### src/rtl/store_buffer_pkg.sv
// Shared store-buffer types: access size encoding and the per-entry record.
// Pure declarations, no logic or latency.
// No flow control here; consumers own their handshakes.
package store_buffer_pkg;

  // Tag width shared with the ROB and the reservation stations.
  localparam int SB_TAG_WIDTH = 3;

  typedef enum logic [1:0] {
    SZ_BYTE = 2'd0,
    SZ_HALF = 2'd1,
    SZ_WORD = 2'd2
  } mem_size_e;

  // One buffered store. While an operand is not ready, the low tag bits
  // of its value field hold the producer tag rather than a value.
  typedef struct packed {
    logic        valid;
    logic        committed;
    logic [31:0] base;
    logic        base_rdy;
    logic [31:0] data;
    logic        data_rdy;
    logic [31:0] imm;
    mem_size_e   size;
  } store_entry_t;

  // Effective address wraps modulo 2^32.
  function automatic logic [31:0] eff_addr(input logic [31:0] base,
                                           input logic [31:0] imm);
    return base + imm;
  endfunction

endpackage

### src/rtl/store_buffer_operand_snoop.sv
// CDB tag match and capture for one pending store operand.
// Purely combinational; the result is registered by the owning entry.
// No backpressure; the CDB is a broadcast that is never stalled.
module store_buffer_operand_snoop #(
  parameter int TAG_WIDTH = 3
) (
  input  logic [31:0]          val_i,
  input  logic                 rdy_i,
  input  logic                 cdb_valid_i,
  input  logic [TAG_WIDTH-1:0] cdb_tag_i,
  input  logic [31:0]          cdb_data_i,
  output logic [31:0]          val_o,
  output logic                 rdy_o
);

  logic hit;

  // A waiting operand keeps its producer tag in the low bits of its value.
  assign hit   = !rdy_i && cdb_valid_i && (val_i[TAG_WIDTH-1:0] == cdb_tag_i);
  assign val_o = hit ? cdb_data_i : val_i;
  assign rdy_o = rdy_i | hit;

endmodule

### src/rtl/store_buffer.sv
// In-order store buffer: allocate, resolve operands from CDB, commit, drain.
// Write request rises on the 2nd edge after commit; one-cycle gap after each accept.
// Alloc dropped when full; mem_* payload held stable until mem_ready_in.
module store_buffer
  import store_buffer_pkg::*;
#(
  parameter int DEPTH     = 4,
  parameter int TAG_WIDTH = SB_TAG_WIDTH
) (
  input  logic                 clk_in,
  input  logic                 rst_in,
  input  logic                 valid_input_in,
  input  logic [TAG_WIDTH-1:0] rob_ix_in,
  input  logic [31:0]          base_in,
  input  logic                 base_valid_in,
  input  logic [31:0]          data_in,
  input  logic                 data_valid_in,
  input  logic [31:0]          imm_in,
  input  logic [1:0]           size_in,
  output logic                 full_out,
  output logic                 empty_out,
  input  logic                 cdb_valid_in,
  input  logic [TAG_WIDTH-1:0] cdb_tag_in,
  input  logic [31:0]          cdb_data_in,
  output logic                 commit_ready_out,
  output logic [TAG_WIDTH-1:0] commit_rob_ix_out,
  input  logic                 commit_valid_in,
  input  logic [TAG_WIDTH-1:0] commit_rob_ix_in,
  input  logic                 flush_in,
  output logic                 mem_valid_out,
  input  logic                 mem_ready_in,
  output logic [31:0]          mem_addr_out,
  output logic [31:0]          mem_data_out,
  output logic [1:0]           mem_size_out
);

  localparam int PW = $clog2(DEPTH);
  localparam int CW = PW + 1;

  store_entry_t         ent_q [DEPTH];
  store_entry_t         ent_d [DEPTH];
  logic [TAG_WIDTH-1:0] rob_q [DEPTH];
  logic [TAG_WIDTH-1:0] rob_d [DEPTH];

  logic [PW-1:0] head_q, head_d;
  logic [PW-1:0] cptr_q, cptr_d;
  logic [PW-1:0] tail_q, tail_d;
  logic [CW-1:0] count_q, count_d;
  logic [CW-1:0] ncomm;

  logic          mem_valid_q, mem_valid_d;
  logic [31:0]   mem_addr_q, mem_addr_d;
  logic [31:0]   mem_data_q, mem_data_d;
  logic [1:0]    mem_size_q, mem_size_d;

  logic [31:0]   snp_base_val [DEPTH];
  logic          snp_base_rdy [DEPTH];
  logic [31:0]   snp_data_val [DEPTH];
  logic          snp_data_rdy [DEPTH];
  logic [31:0]   new_base_val, new_data_val;
  logic          new_base_rdy, new_data_rdy;

  logic          pop, do_alloc, do_commit;

  // Resident entries watch the CDB for their outstanding operands.
  for (genvar gi = 0; gi < DEPTH; gi++) begin : g_snoop
    store_buffer_operand_snoop #(.TAG_WIDTH(TAG_WIDTH)) u_base (
      .val_i(ent_q[gi].base), .rdy_i(ent_q[gi].base_rdy),
      .cdb_valid_i(cdb_valid_in), .cdb_tag_i(cdb_tag_in), .cdb_data_i(cdb_data_in),
      .val_o(snp_base_val[gi]), .rdy_o(snp_base_rdy[gi])
    );
    store_buffer_operand_snoop #(.TAG_WIDTH(TAG_WIDTH)) u_data (
      .val_i(ent_q[gi].data), .rdy_i(ent_q[gi].data_rdy),
      .cdb_valid_i(cdb_valid_in), .cdb_tag_i(cdb_tag_in), .cdb_data_i(cdb_data_in),
      .val_o(snp_data_val[gi]), .rdy_o(snp_data_rdy[gi])
    );
  end

  // The store being allocated also sees a same-cycle CDB broadcast.
  store_buffer_operand_snoop #(.TAG_WIDTH(TAG_WIDTH)) u_new_base (
    .val_i(base_in), .rdy_i(base_valid_in),
    .cdb_valid_i(cdb_valid_in), .cdb_tag_i(cdb_tag_in), .cdb_data_i(cdb_data_in),
    .val_o(new_base_val), .rdy_o(new_base_rdy)
  );
  store_buffer_operand_snoop #(.TAG_WIDTH(TAG_WIDTH)) u_new_data (
    .val_i(data_in), .rdy_i(data_valid_in),
    .cdb_valid_i(cdb_valid_in), .cdb_tag_i(cdb_tag_in), .cdb_data_i(cdb_data_in),
    .val_o(new_data_val), .rdy_o(new_data_rdy)
  );

  assign full_out          = (count_q == CW'(DEPTH));
  assign empty_out         = (count_q == '0);
  assign commit_ready_out  = ent_q[cptr_q].valid && !ent_q[cptr_q].committed &&
                             ent_q[cptr_q].base_rdy && ent_q[cptr_q].data_rdy;
  assign commit_rob_ix_out = rob_q[cptr_q];
  assign mem_valid_out     = mem_valid_q;
  assign mem_addr_out      = mem_addr_q;
  assign mem_data_out      = mem_data_q;
  assign mem_size_out      = mem_size_q;

  assign pop       = mem_valid_q && mem_ready_in;
  assign do_alloc  = valid_input_in && !full_out && !flush_in;
  assign do_commit = commit_valid_in && commit_ready_out && !flush_in &&
                     (commit_rob_ix_in == rob_q[cptr_q]);

  // Next-state for entries, pointers, occupancy and the drain request.
  always_comb begin
    ent_d       = ent_q;
    rob_d       = rob_q;
    head_d      = head_q;
    cptr_d      = cptr_q;
    tail_d      = tail_q;
    count_d     = count_q;
    ncomm       = '0;
    mem_valid_d = mem_valid_q;
    mem_addr_d  = mem_addr_q;
    mem_data_d  = mem_data_q;
    mem_size_d  = mem_size_q;

    for (int i = 0; i < DEPTH; i++) begin
      ncomm = ncomm + CW'(ent_q[i].valid & ent_q[i].committed);
      if (ent_q[i].valid) begin
        ent_d[i].base     = snp_base_val[i];
        ent_d[i].base_rdy = snp_base_rdy[i];
        ent_d[i].data     = snp_data_val[i];
        ent_d[i].data_rdy = snp_data_rdy[i];
      end
    end

    if (pop) begin
      ent_d[head_q].valid     = 1'b0;
      ent_d[head_q].committed = 1'b0;
      head_d                  = head_q + PW'(1);
    end

    if (flush_in) begin
      // Committed stores form the run head..cptr; everything younger dies.
      for (int i = 0; i < DEPTH; i++) begin
        if (!ent_q[i].committed) ent_d[i].valid = 1'b0;
      end
      tail_d  = cptr_q;
      count_d = ncomm - CW'(pop);
    end else begin
      if (do_commit) begin
        ent_d[cptr_q].committed = 1'b1;
        cptr_d                  = cptr_q + PW'(1);
      end
      if (do_alloc) begin
        ent_d[tail_q] = '{valid: 1'b1, committed: 1'b0,
                          base: new_base_val, base_rdy: new_base_rdy,
                          data: new_data_val, data_rdy: new_data_rdy,
                          imm: imm_in, size: mem_size_e'(size_in)};
        rob_d[tail_q] = rob_ix_in;
        tail_d        = tail_q + PW'(1);
      end
      count_d = count_q + CW'(do_alloc) - CW'(pop);
    end

    // Drop valid for a cycle after each accept so head_q settles first.
    if (pop) begin
      mem_valid_d = 1'b0;
    end else if (!mem_valid_q && ent_q[head_q].valid && ent_q[head_q].committed) begin
      mem_valid_d = 1'b1;
      mem_addr_d  = eff_addr(ent_q[head_q].base, ent_q[head_q].imm);
      mem_data_d  = ent_q[head_q].data;
      mem_size_d  = ent_q[head_q].size;
    end
  end

  // State registers; reset abandons any in-flight request.
  always_ff @(posedge clk_in) begin
    if (rst_in) begin
      for (int i = 0; i < DEPTH; i++) begin
        ent_q[i] <= '0;
        rob_q[i] <= '0;
      end
      head_q      <= '0;
      cptr_q      <= '0;
      tail_q      <= '0;
      count_q     <= '0;
      mem_valid_q <= 1'b0;
      mem_addr_q  <= '0;
      mem_data_q  <= '0;
      mem_size_q  <= '0;
    end else begin
      ent_q       <= ent_d;
      rob_q       <= rob_d;
      head_q      <= head_d;
      cptr_q      <= cptr_d;
      tail_q      <= tail_d;
      count_q     <= count_d;
      mem_valid_q <= mem_valid_d;
      mem_addr_q  <= mem_addr_d;
      mem_data_q  <= mem_data_d;
      mem_size_q  <= mem_size_d;
    end
  end

endmodule

### config.mk
export PLATFORM = sky130hd
export DESIGN_NAME = store_buffer
export DESIGN_NICKNAME = d
export VERILOG_FILES = /design/src/rtl/store_buffer_pkg.sv /design/src/rtl/store_buffer_operand_snoop.sv /design/src/rtl/store_buffer.sv
export SDC_FILE = /design/constraint.sdc
export NUM_CORES = 1
export LEC_CHECK = 0
export CORE_MARGIN = 3
export CORE_UTILIZATION = 54
export CTS_BUF_LIST = sky130_fd_sc_hd__clkbuf_8
export CTS_CLUSTER_DIAMETER = 120
export CTS_CLUSTER_SIZE = 12
export DETAILED_ROUTE_END_ITERATION = 8
export GPL_TIMING_DRIVEN = 1
export PLACE_DENSITY = 0.81
export SLEW_MARGIN = 20
export SYNTH_ARGS = -nofsm -noshare
export SYNTH_HDL_FRONTEND = slang
export SYNTH_SLANG_ARGS = --single-unit
### constraint.sdc
create_clock -name clk_in -period 3.6 [get_ports clk_in]
set_input_delay 0.72 -clock clk_in [delete_from_list [all_inputs] [get_ports clk_in]]
set_output_delay 0.72 -clock clk_in [all_outputs]
set_load 0.05 [all_outputs]
======== Yosys cells after proc, flatten, opt, wreduce, memory -nomap -nowiden ========
Index checks and enable logic that the tools add are counted.
word-level totals
  register bits after elaboration ......... 496
  logic and storage cells ................. 202
operators by class
  reductions and logical operators ........ 54
  bitwise gates (word level) .............. 19
  mux-type cells .......................... 57
  equality and inequality tests ........... 12
  $add $sub $neg .......................... 10
  magnitude comparators ................... 6
operators with widths
  kind                 count
  $bwmux 408           4
  $mux 408             4
  $demux 102 s2        4
  $mux 102             6
  $mux 101             6
  $bmux 102 s2         2
  $mux 32              10
  $mux 66              4
  $logic_and 1x1->1    34
  $eq 3x3->1           11
  $add 32x32->32       1
  $logic_not 1->1      14
  $bwmux 12            1
  $mux 3               4
  $or 1x1->1           10
  $ge 3x3->1 const B   3
  $lt 3x1->1 const B   3
  $not 2->3            3
  $mux 1               8
  $add 2x1->2 const B  3
  $add 3x1->3          2
  $bmux 3 s2           1
  $demux 3 s2          1
  $reduce_and 2->1     3
  10 further kinds     16

======== Longest topological paths before layout ========
  depth after elaboration ................. 16
  mapped depth ............................ 15
  gate-level depth less buffers ........... 12

======== Modules after synthesis ========
A second synthesis with hierarchy kept.
second synthesis, totals
  cells, all modules ...................... 2999
  area, all modules ....................... 29480.8 um2
modules (own cells, without submodules)
  module                      area each (um2)  times used  sequential area each (um2)  cells each
  store_buffer                23938.0          1           9929.5                      2589
  store_buffer_operand_snoop  554.3            10          0.0                         41

======== Worst setup path after synthesis ========
Ideal clock, no wire load.
  path type ............................... reg2reg
  start ................................... register head_q[0]
  end ..................................... register mem_addr_q[20], in the netlist mem_addr_out[20]
  stages on the path, launching flop included .. 12
  clock period less this slack ............ 3.760 ns
  required time ........................... 3.484 ns
  path buffers ............................ 3
  arrival ................................. 3.643 ns
  path slack .............................. -0.160 ns
  setup time .............................. 0.116 ns
  cell sequence ........................... dfxtp_1 buf_2 buf_1 buf_2 mux4_2 ha_1 and2_1 a221o_1 o211ai_1 a21oi_1 or3_1 a31o_2
between the ends
  cells in the longest elaborated chain, start to end .. 7
RTL lines
  what                                                    line                                      RTL
  from (decl)                                             store_buffer.sv:45                        logic [PW-1:0] head_q, head_d;
  from (signal assigned)                                  store_buffer.sv:177                       head_q <= '0;
  from (signal assigned)                                  store_buffer.sv:188                       head_q <= head_d;
  $not 2->3 (implied by the code) (*)                     store_buffer.sv:162, store_buffer.sv:164
  $bmux 102 s2 (*)                                        store_buffer.sv:162, store_buffer.sv:164
  $mux 102 (*) (2 in a row)                               --
  branches (longest 3 deep; another with $add 32x32->32)  --
  to (signal assigned)                                    store_buffer.sv:193                       mem_addr_q <= mem_addr_d;
  to (decl)                                               store_buffer.sv:52                        logic [31:0] mem_addr_q, mem_addr_d;
Every way passes the cells marked *. The select of a mux whose other input is x is not followed.
A chain may end at the register's enable or synchronous reset.

======== Final worst setup path ========
  start ................................... register cptr_q[0]
  end ..................................... output port commit_rob_ix_out[0]
between the ends
  cells in the longest elaborated chain, start to end .. 4
RTL lines
  what                                       line                 RTL
  from (decl)                                store_buffer.sv:46   logic [PW-1:0] cptr_q, cptr_d;
  from (signal assigned)                     store_buffer.sv:189  cptr_q <= cptr_d;
  $not 2->3 (implied by the code)            store_buffer.sv:95   assign commit_rob_ix_out = rob_q[cptr_q];
  $bmux 3 s2                                 store_buffer.sv:95
  $mux 3 (implied by the code) (2 in a row)  store_buffer.sv:95
  to (decl)                                  store_buffer.sv:26   output logic [TAG_WIDTH-1:0] commit_rob_ix_out,
No other way between the ends. The select of a mux whose other input is x is not followed.

==> key figures <==
Status
  – Status: finished clean

Setup path
  – Crit path required time: around 2.9 ns
  – Reg-to-reg critical path startpoint: head_q[0]$_SDFFE_PP0P_
  – Worst Setup SP: cptr_q[0]$_SDFFE_PP0P_
  – Worst endpoint data arrival time: around 2.7 ns
  – Reg2reg setup slack: about 0.21 ns
  – CP startpoint kind: register
  – Reg2reg path depth: 10
  – Worst Path Max Fanout: 8
  – Crit Path Category: register to output port
  – Worst reg2reg path endpoint: mem_addr_out[20]$_SDFFE_PP0P_
  – Setup crit end kind: output port
  – Setup crit end: commit_rob_ix_out[0]

Global routing
  – Grt ovf: 0
  – First-pass GRT wire length: roughly 120000 µm
  – Initial antenna violation count: 0
  – Tot GR Track Use: a little under a third
  – Largest net degree at the start of global routing: between 150 and 200
  – Number of global-route vias before repair: roughly 21k

Cells and area
  – Nets: ~2.8k
  – ANT cells: 0
  – Final core area utilization: approximately 63%
  – Most common cell after layout, fill and taps aside: dfxtp_1
  – Share of cells above drive strength 1: about a tenth
  – Area Overhead vs Synth: 14.9%
  – Most frequent cells in the layout: dfxtp_1 (494), nand2_1 (277), a211oi_1 (271)

Drt
  – Routed WL: around 76000 µm
  – Vias: between 20k and 25k
  – DR pass1 iterations: 6
  – Drt drc: 0
  – Detail Route Antenna Nets: 0
  – DR iter-0 viols: between 2k and 2.5k
  – Routed wire per std cell: 24.2 µm
  – Routed vias/inst: ~6.6

Timing
  – Hold Vio Cnt, Final: 0
  – Final Setup Violations: 0
  – Min cycle time layout: about 3.5 ns
  – Fmax: between 200 and 300 MHz
  – RSZ-0062 raised after global routing: false
  – Fin crit share: between 90% and 100%
  – Slew HR: 33.2%
  – Slew Limit Fails: 0
  – Setup tns final: 0 ns
  – Worst slew pin tran: about 1 ns
  – Clock skew: approximately 0.027 ns

Clock network
  – H-tree depth: 2
  – Post-CTS Setup Bufs: 0
  – Worst-Skew Late Latency: roughly 0.65 ns
  – CTS tree: done
  – Num Clock Sinks: between 400 and 500
  – # resized after CTS: 0
  – Worst-path clk slew: 0.09 ns
  – # hold bufs at CTS: 0
  – Root buf cell: clkbuf_8
  – Clock buffer count from CTS: 47
  – Bufs on Longest Clock Path: 3

Yosys
  – Post-synth EDFFs: 0
  – Most used DFF post-synth: dfxtp_1
  – Sequential area share after synthesis: 40.8%
  – Post-Syn Instances: ~2.5k
  – Ys Warns: 0
  – Syn avg cell area: 9.87 µm²
  – Syn_nets: between 2k and 3k
  – Async S/R FF share, synth: 0%
  – Synth top area share: between 40% and 50%
  – Largest area contributor in the netlist: dfxtp_1
  – Post-synthesis instance area: roughly 0.024 mm²
  – Post-synthesis cell type count: between 60 and 70
  – Cells taking the most area after synthesis: dfxtp_1 (41%), mux4_2 (9.0%), a211oi_1 (8.4%)
  – Yosys reg bits: slightly below 500

Placement
  – Dpl hpwl: 49800 µm
  – # port buffers: 220
  – Placer Congestion: 0.908

Hold path
  – Hold path start: rob_q[7]$_SDFFE_PP0P_
  – Worst hold path class: register to register

Die
  – Core Box Area: around 0.044 mm²
  – Die Height: 218 µm
  – Chip width: approximately 220 µm
  – Initial Util: between 50% and 60%
  – # IOs: ~220
  – Floorplan row count: 77
  – Die area: between 0.04 and 0.05 mm²

Pwr
  – PwrDens: ~350 mW/mm²
  – Static Leakage: approximately 9.8 nW
  – Worst VDD drop: 0.242 mV

Flow run
  – Max cap viols: 0
## synth_stat cells, drive strengths merged (3+ instances only)
cell	n
dfxtp	496
nand2	279
a211oi	272
mux2i	199
a21oi	162
clkbuf	143
nor2b	131
o22ai	128
buf	107
mux4	101
a22o	82
ha	47
xnor2	40
nor2	39
o21ai	31
xor2	26
inv	19
nand3	16
nor3	13
nor4	11
a21o	10
a31oi	10
and2	10
nor3b	8
nand2b	7
o211ai	7
o21bai	7
a22oi	6
and3	6
and4b	4
fa	4
nand4	4
o31ai	4
a31o	3
a41oi	3
and4	3
nand4b	3
o21a	3
## flip-flops by register name, indices dropped and copies added (netlist names), 3 cells and up
signal and flops:
mem_addr_out 32, ent_q 408, mem_data_out 32, rob_q 12
count_q 3
## worst max-delay path, cell delays in order, from the launching register on
cell,delay [ns]
dfxtp_1,0.64
mux4_1,0.71
clkdlybuf4s50_1,0.74
## how the worst min path moves through the flow
| stage | depth (start not counted) | to | slack (ns) |
|---|---|---|---|
| 2_1_floorplan | 2 | ent_q[228]$_SDFFE_PP0P_ | 0.43 |
| 5_1_grt | 2 | ent_q[227]$_SDFFE_PP0P_ | 0.48 |
| 3_3_place_gp | 2 | rob_q[0]$_SDFFE_PP0P_ | 0.44 |
| 6_report | 2 | rob_q[7]$_SDFFE_PP0P_ | 0.45 |
| 4_1_cts | 2 | rob_q[7]$_SDFFE_PP0P_ | 0.45 |
| 3_5_place_dp | 2 | ent_q[7]$_SDFFE_PP0P_ | 0.44 |
## report_power, final
group,switching (mW),internal (mW)
registers,0.0594,5.58
clock network,1.90,1.18
logic,0.639,0.465
## cells by family (layout without fill, tap and decap cells)
group / after synthesis / after routing / share of synthesized area, %
mux: 300 / 300 / 17.6
simple gates: 541 / 541 / 10.9
fa+ha+maj: 51 / 51 / 2.75
buf+inv: 269 / 366 / 4.69
flops: 496 / 496 / 40.8
xor+xnor: 66 / 66 / 2.44
compound gates: 741 / 741 / 20.7
## through the flow
step / cell area, µm² / power [mW] / instances / worst slack [ns] / hold WS (ns)
after floorplan: 24300 / 6.37 / 2464 / 0.0279 / 0.431
after global placement: 27300 / 6.82 / 3102 / 0.188 / 0.437
after detailed placement: 27300 / 6.85 / 3102 / 0.147 / 0.443
after CTS: 27900 / 9.82 / 3153 / 0.114 / 0.455
after global routing: 27900 / 10.1 / 3153 / 0.0222 / 0.475
final: 27900 / 9.82 / 3153 / 0.136 / 0.452
## cell type report
cell class | count | area (µm²)
fillers | 3511 | 16400
well taps | 592 | 741
clock inverters | 4 | 23.8
clock buffers | 47 | 647
repair buffers | 296 | 3160
inverters | 19 | 71.3
flip-flops and latches | 496 | 9940
multi-input cells | 1699 | 13300
## metal layers
| metal | track usage (%) | share of wire, % | vias to the layer above |
|---|---|---|---|
| met3 | 4.76 | 7.5 | 238 |
| li1 | - | - | 9321 |
| met5 | 0 | 0 | - |
| met1 | 40.6 | 40 | 10200 |
| met2 | 52.4 | 48 | 1040 |
| met4 | 15.5 | 5.0 | 0 |
(Power assumes the default switching activity.)
==> RTL change 1, RTL diff (same settings) <==
The package constant `SB_TAG_WIDTH` goes from 3 to 6.
--- a/src/rtl/store_buffer_pkg.sv
+++ b/src/rtl/store_buffer_pkg.sv
@@ -5,5 +5,5 @@
 
   // Tag width shared with the ROB and the reservation stations.
-  localparam int SB_TAG_WIDTH = 3;
+  localparam int SB_TAG_WIDTH = 6;
 
   typedef enum logic [1:0] {
Interface: changed (resized cdb_tag_in, commit_rob_ix_in, commit_rob_ix_out and rob_ix_in); port bits go from 221 to 233. No check against the original RTL was run, so the function may have changed too.
==> RTL change 1 against the unedited design <==
- global-route usage decreased by 0.98 points
- total power increased by 4.1%
- sequential power increased by 3%
- wire length increased by 3.1%
- area after synthesis increased by 4.0%
- cell count increased by 4.4%
- worst setup slack improved by 0.045 ns
- die area increased by 3.9%
- sequential share of layout area decreased by 0.41 points
- critical path depth unchanged
- non-clock buffer count increased by 27
- sequential cell count increased by 12
- cell area increased by 3.6%
- clock power increased by 2%
- critical endpoint is now commit_rob_ix_out[5]
==> RTL change 1: results (changes against the unedited design) <==
[placed_design]
dp_cells = 3240  ; +4.4%
port_buffers = 232  ; +5.5%
pre_cts_ws_ns = 0.259  ; +0.113 ns
place.gp.congestion = 0.934  ; +2.8%
hpwl_mm = 52.3  ; +4.9%
post_dp_cell_area_um2 = 28200  ; +3.6%

[grt]
grt_pass1_wl_mm = 122  ; +1.8%
grt_max_degree = 158  ; +4.6%
grt_pass1_vias = 21700  ; +1.6%
grt_use_total = 0.306  ; -0.00980

[layout]
clock_buffers = 49  ; +4.3%
seq_cell_count = 508  ; +2.4%
seq_share = 0.352  ; -0.00407
drive_gt1_frac = 0.147  ; +0.0456
clk_share = 0.0239  ; -0.000143
multi_input_area_share = 0.484  ; +0.00622
buffer_area_frac = 0.112  ; -0.00173
num-fill-cells = 3656  ; +4.1%
multi_input_gates = 1787  ; +5.2%
num-nonclk-inverters = 22  ; +3

[worst_setup_path]
crit_end = commit_rob_ix_out[5]
r2r-start = head_q[1]$_SDFFE_PP0P_
cp.arrival_ns = 2.70  ; -0.04 ns
rr_worst_depth = 11  ; +1
r2r_slack_ns = 0.25  ; +0.04 ns
r2r_end = mem_addr_out[25]$_SDFFE_PP0P_
critPathMaxStageDelay_ns = 0.73
crit_fanout = 7  ; -1

[yosys]
yosys-top-cells-count = dfxtp_1, nand2_1, mux2i_1
synth_compound_area_frac = 0.163  ; -0.0439
synthCells = 2565  ; +4.1%
synth_nets = 2773  ; +4.1%
ys_types = 68  ; +11%
synth_seq_area_share = 0.402  ; -0.00638
synth_area_leaders = dfxtp_1, mux4_2, mux2i_1
synthXorXnorAreaFrac = 0.0315  ; +0.00711
muxShareOfSynthArea = 0.227  ; +0.0512

[detailed_routing]
dr_wl_met3_mm = 7.41  ; +29%
via_per_inst = 6.53  ; -1.1%
drtIter0Drc = 2298  ; +13%
wl_met1_mm = 31.8  ; +5.0%
drt-total-wl_mm = 78.6  ; +3.1%

[clocking]
numCtsBuffers = 48  ; +2.1%
path_clk_slew_ns = 0.09  ; about the same

[run_status]
status = complete, no violations

[min_path]
whs_endpoint = mem_addr_out[8]$_SDFFE_PP0P_
min_from = mem_addr_out[8]$_SDFFE_PP0P_

[sta]
setup_ws_ns = 0.181  ; +0.0446 ns
hold_slack_ns = 0.455  ; +0.00260 ns
fin_worst_skew_ns = 0.0288  ; +0.00172 ns

[power_and_ir_drop]
ir_drop_v = 0.000294  ; +21%
internal_power_w = 0.00750  ; +3.8%
p_leak_nw = 11.7  ; +19%
p_clk_frac = 0.307  ; -0.006
seq_power_share = 0.567  ; -0.008

[RTL change 1: cell count changes after synthesis, sizes merged, moves of 7 or more]
| cell | unedited run | this run |
|---|---|---|
| nor2 | 39 | 169 |
| a211oi | 272 | 142 |
| nor2b | 131 | 9 |
| mux2 | 0 | 128 |
| nor4 | 11 | 3 |
| a21o | 10 | 17 |
| xor2 | 26 | 55 |
| o21ai | 31 | 21 |
| buf | 107 | 115 |
| dfxtp | 496 | 508 |
| nand2 | 279 | 288 |
| nor3 | 13 | 32 |
| nand4 | 4 | 22 |
| clkbuf | 143 | 133 |
[RTL change 1: through the flow]
| step | power [W] | util |
|---|---|---|
| floorplan | 0.00666 | - |
| global placement | 0.00714 | 0.616 |
| detailed placement | 0.00718 | 0.616 |
| CTS | 0.0102 | 0.631 |
| global route | 0.0105 | 0.631 |
| finish | 0.0102 | 0.631 |
[RTL change 1: layer usage]
layer  GRT usage  vias up
li1            -     9617
met1       0.411    10500
met2       0.501     1219
met3      0.0517      183
met4       0.113        0
met5           0        -
==> RTL change 2, RTL diff (same settings) <==
Without the edit above. Make the reset (`rst_in`) asynchronous in one clocked block.
--- a/src/rtl/store_buffer.sv
+++ b/src/rtl/store_buffer.sv
@@ -169,5 +169,5 @@
 
   // State registers; reset abandons any in-flight request.
-  always_ff @(posedge clk_in) begin
+  always_ff @(posedge clk_in or posedge rst_in) begin
     if (rst_in) begin
       for (int i = 0; i < DEPTH; i++) begin
Check against the original RTL: not settled (the Yosys comparison gave no result); the edit may change what the design does.
==> RTL change 2 against the unedited design <==
- hold slack worse by 0.031 ns
- area after synthesis up 1.1%
- cell area up 1.7%
- worst setup slack worse by 0.019 ns
- sequential share of layout area up 8.2 points
- die area up 1.0%
- global-route usage down 0.13 points
- wire length down 0.82%
- sequential cell count unchanged
- critical path type is now reg2reg
- critical endpoint is now mem_addr_out[27]$_DFFE_PP0P_
- largest cell class is now sequential cells
Power is not compared: it rests on default switching activity, and its combinational part moved more than twofold at a synthesized area within 25%.
==> RTL change 2: results (changes against the unedited design) <==
[layout]
num-nets-final = 2704  ; -2.0%
largest_register_ffs = 408  ; unchanged
num-fill-cells = 3437  ; -2.1%
drive_gt1_frac = 0.171  ; +0.0703
multi_input_area_um2 = 11300  ; -15%

[placed_design]
place.gp.congestion = 0.963  ; +6.0%
pre_cts_ws_ns = 0.0856  ; -0.0611 ns
post_dp_cell_area_um2 = 27600  ; +1.4%
hpwl_mm = 52.0  ; +4.3%

[detailed_routing]
drt-total-wl_mm = 75.6  ; -0.82%
drtIter0Drc = 2370  ; +16%
vias = 20200  ; -2.9%

[grt]
antenna_found_initial = 8  ; +8
grt_pass1_wl_mm = 117  ; -2.3%
grt_use_total = 0.315  ; -0.00130
grt_max_degree = 145  ; -4.0%

[clocking]
path_clk_slew_ns = 0.09  ; about the same
clk_latency_ns = 0.66
numCtsBuffers = 47  ; unchanged
cts_buffer_depth = 3  ; unchanged

[yosys]
synth_warnings = 0  ; unchanged
synthArstFlopShare = 1.00  ; +1.00
synth_flop_cell = dfrtp_1
synth_nets = 2533  ; -4.9%
synth_area_leaders = dfrtp_1, mux4_2, nor2_1
synth_seq_area_share = 0.505  ; +0.0968
ys_types = 56  ; -8.2%
yosys-top-cells-count = nor2_1, dfrtp_1, o22ai_1

[power_and_ir_drop]
p_sw_w = 0.0129
p_leak_nw = 12.4

[worst_setup_path]
crit_family = compound AO/OA/AOI/OAI gates
critPathSlowestCell = dfrtp_4
critPathMaxStageDelay_ns = 0.56  ; -0.18 ns
cp.arrival_ns = 4.00  ; +1.26 ns
crit_fanout = 7  ; -1

[sta]
fin_worst_skew_ns = 0.0284  ; +0.00139 ns
tightest_slew_ns = 0.816  ; -0.187 ns

[run_status]
status = complete, no violations

[min_path]
holdCritPathClass = in2async

==> RTL change 2: changes by cell type after synthesis, moves of 32 or more <==
cell,unedited run,this run
mux2_2,0,150
nand2_1,279,188
dfxtp_1,496,0
a21oi_1,162,52
a22o_1,82,0
o22ai_1,128,257
buf_2,87,44
nor2_1,38,548
nor2b_1,131,2
mux2i_1,199,2
a211oi_1,272,8
clkbuf_2,0,32
clkbuf_1,143,95
dfrtp_1,0,496
==> RTL change 2: cell type report <==
type / instances / share of cell area
sequential: 496 / 0.437
tap: 592 / 0.0261
multi-input combinational: 1625 / 0.399
antenna: 9 / 0.000793
timing repair buffer: 314 / 0.109
clock buffer: 48 / 0.0233
inverter: 21 / 0.00291
clock inverter: 4 / 0.00101
==> RTL change 2: worst paths after layout <==
check                      slack, ns                            to                    startpoint  cells past startpoint
max in group asynchronous       2.04        ent_q[232]$_DFFE_PP0P_                        rst_in                      3
min reg2reg                     0.48  mem_data_out[20]$_DFFE_PP0P_  mem_data_out[20]$_DFFE_PP0P_                      2
min in group clk_in             0.48  mem_data_out[20]$_DFFE_PP0P_  mem_data_out[20]$_DFFE_PP0P_                      2
min                             0.42   mem_data_out[0]$_DFFE_PP0P_                        rst_in                      2
max                             0.12  mem_addr_out[27]$_DFFE_PP0P_         head_q[0]$_DFFE_PP0N_                     12
max reg2reg                     0.12  mem_addr_out[27]$_DFFE_PP0P_         head_q[0]$_DFFE_PP0N_                     12
==> RTL change 2: stage by stage <==
| stage | instances | hold slack, ns |
|---|---|---|
| CTS | 3097 | 0.390 |
| floorplan | 2334 | 0.472 |
| global placement | 3045 | 0.459 |
| finish | 3109 | 0.422 |
| global route | 3108 | 0.435 |
| detailed placement | 3045 | 0.462 |
==> RTL change 2: logic make-up after synthesis <==
kind of cell / Yosys count / synth area share
simple gates: 836 / 0.138
flops: 496 / 0.505
compound gates: 416 / 0.105
mux: 254 / 0.163
buf+inv: 213 / 0.0370
xor+xnor: 68 / 0.0242
fa+ha+maj: 51 / 0.0272
==> RTL change 2: power by group through the flow <==
stage	clock network (W)	registers, W	logic [W]
finish	0.00307	0.00986	0.0166
CTS	0.00313	0.00984	0.0163
detailed placement	0	0.00994	0.0162
global route	0.00334	0.0101	0.0179
global placement	0	0.00977	0.0158
floorplan	0	0.0105	0.0102
==> RTL change 2: routing by layer <==
metal,part of all wire,GRT usage
met1,0.38,0.424
met2,0.48,0.505
met3,0.087,0.0431
met4,0.055,0.160
met5,0,0
==> RTL change 2: repair_timing <==
item	4_1_cts	5_1_grt
buffers inserted	0	3
setup endpoints to repair	0	12
hold buffers	0	0
resized for setup	0	8
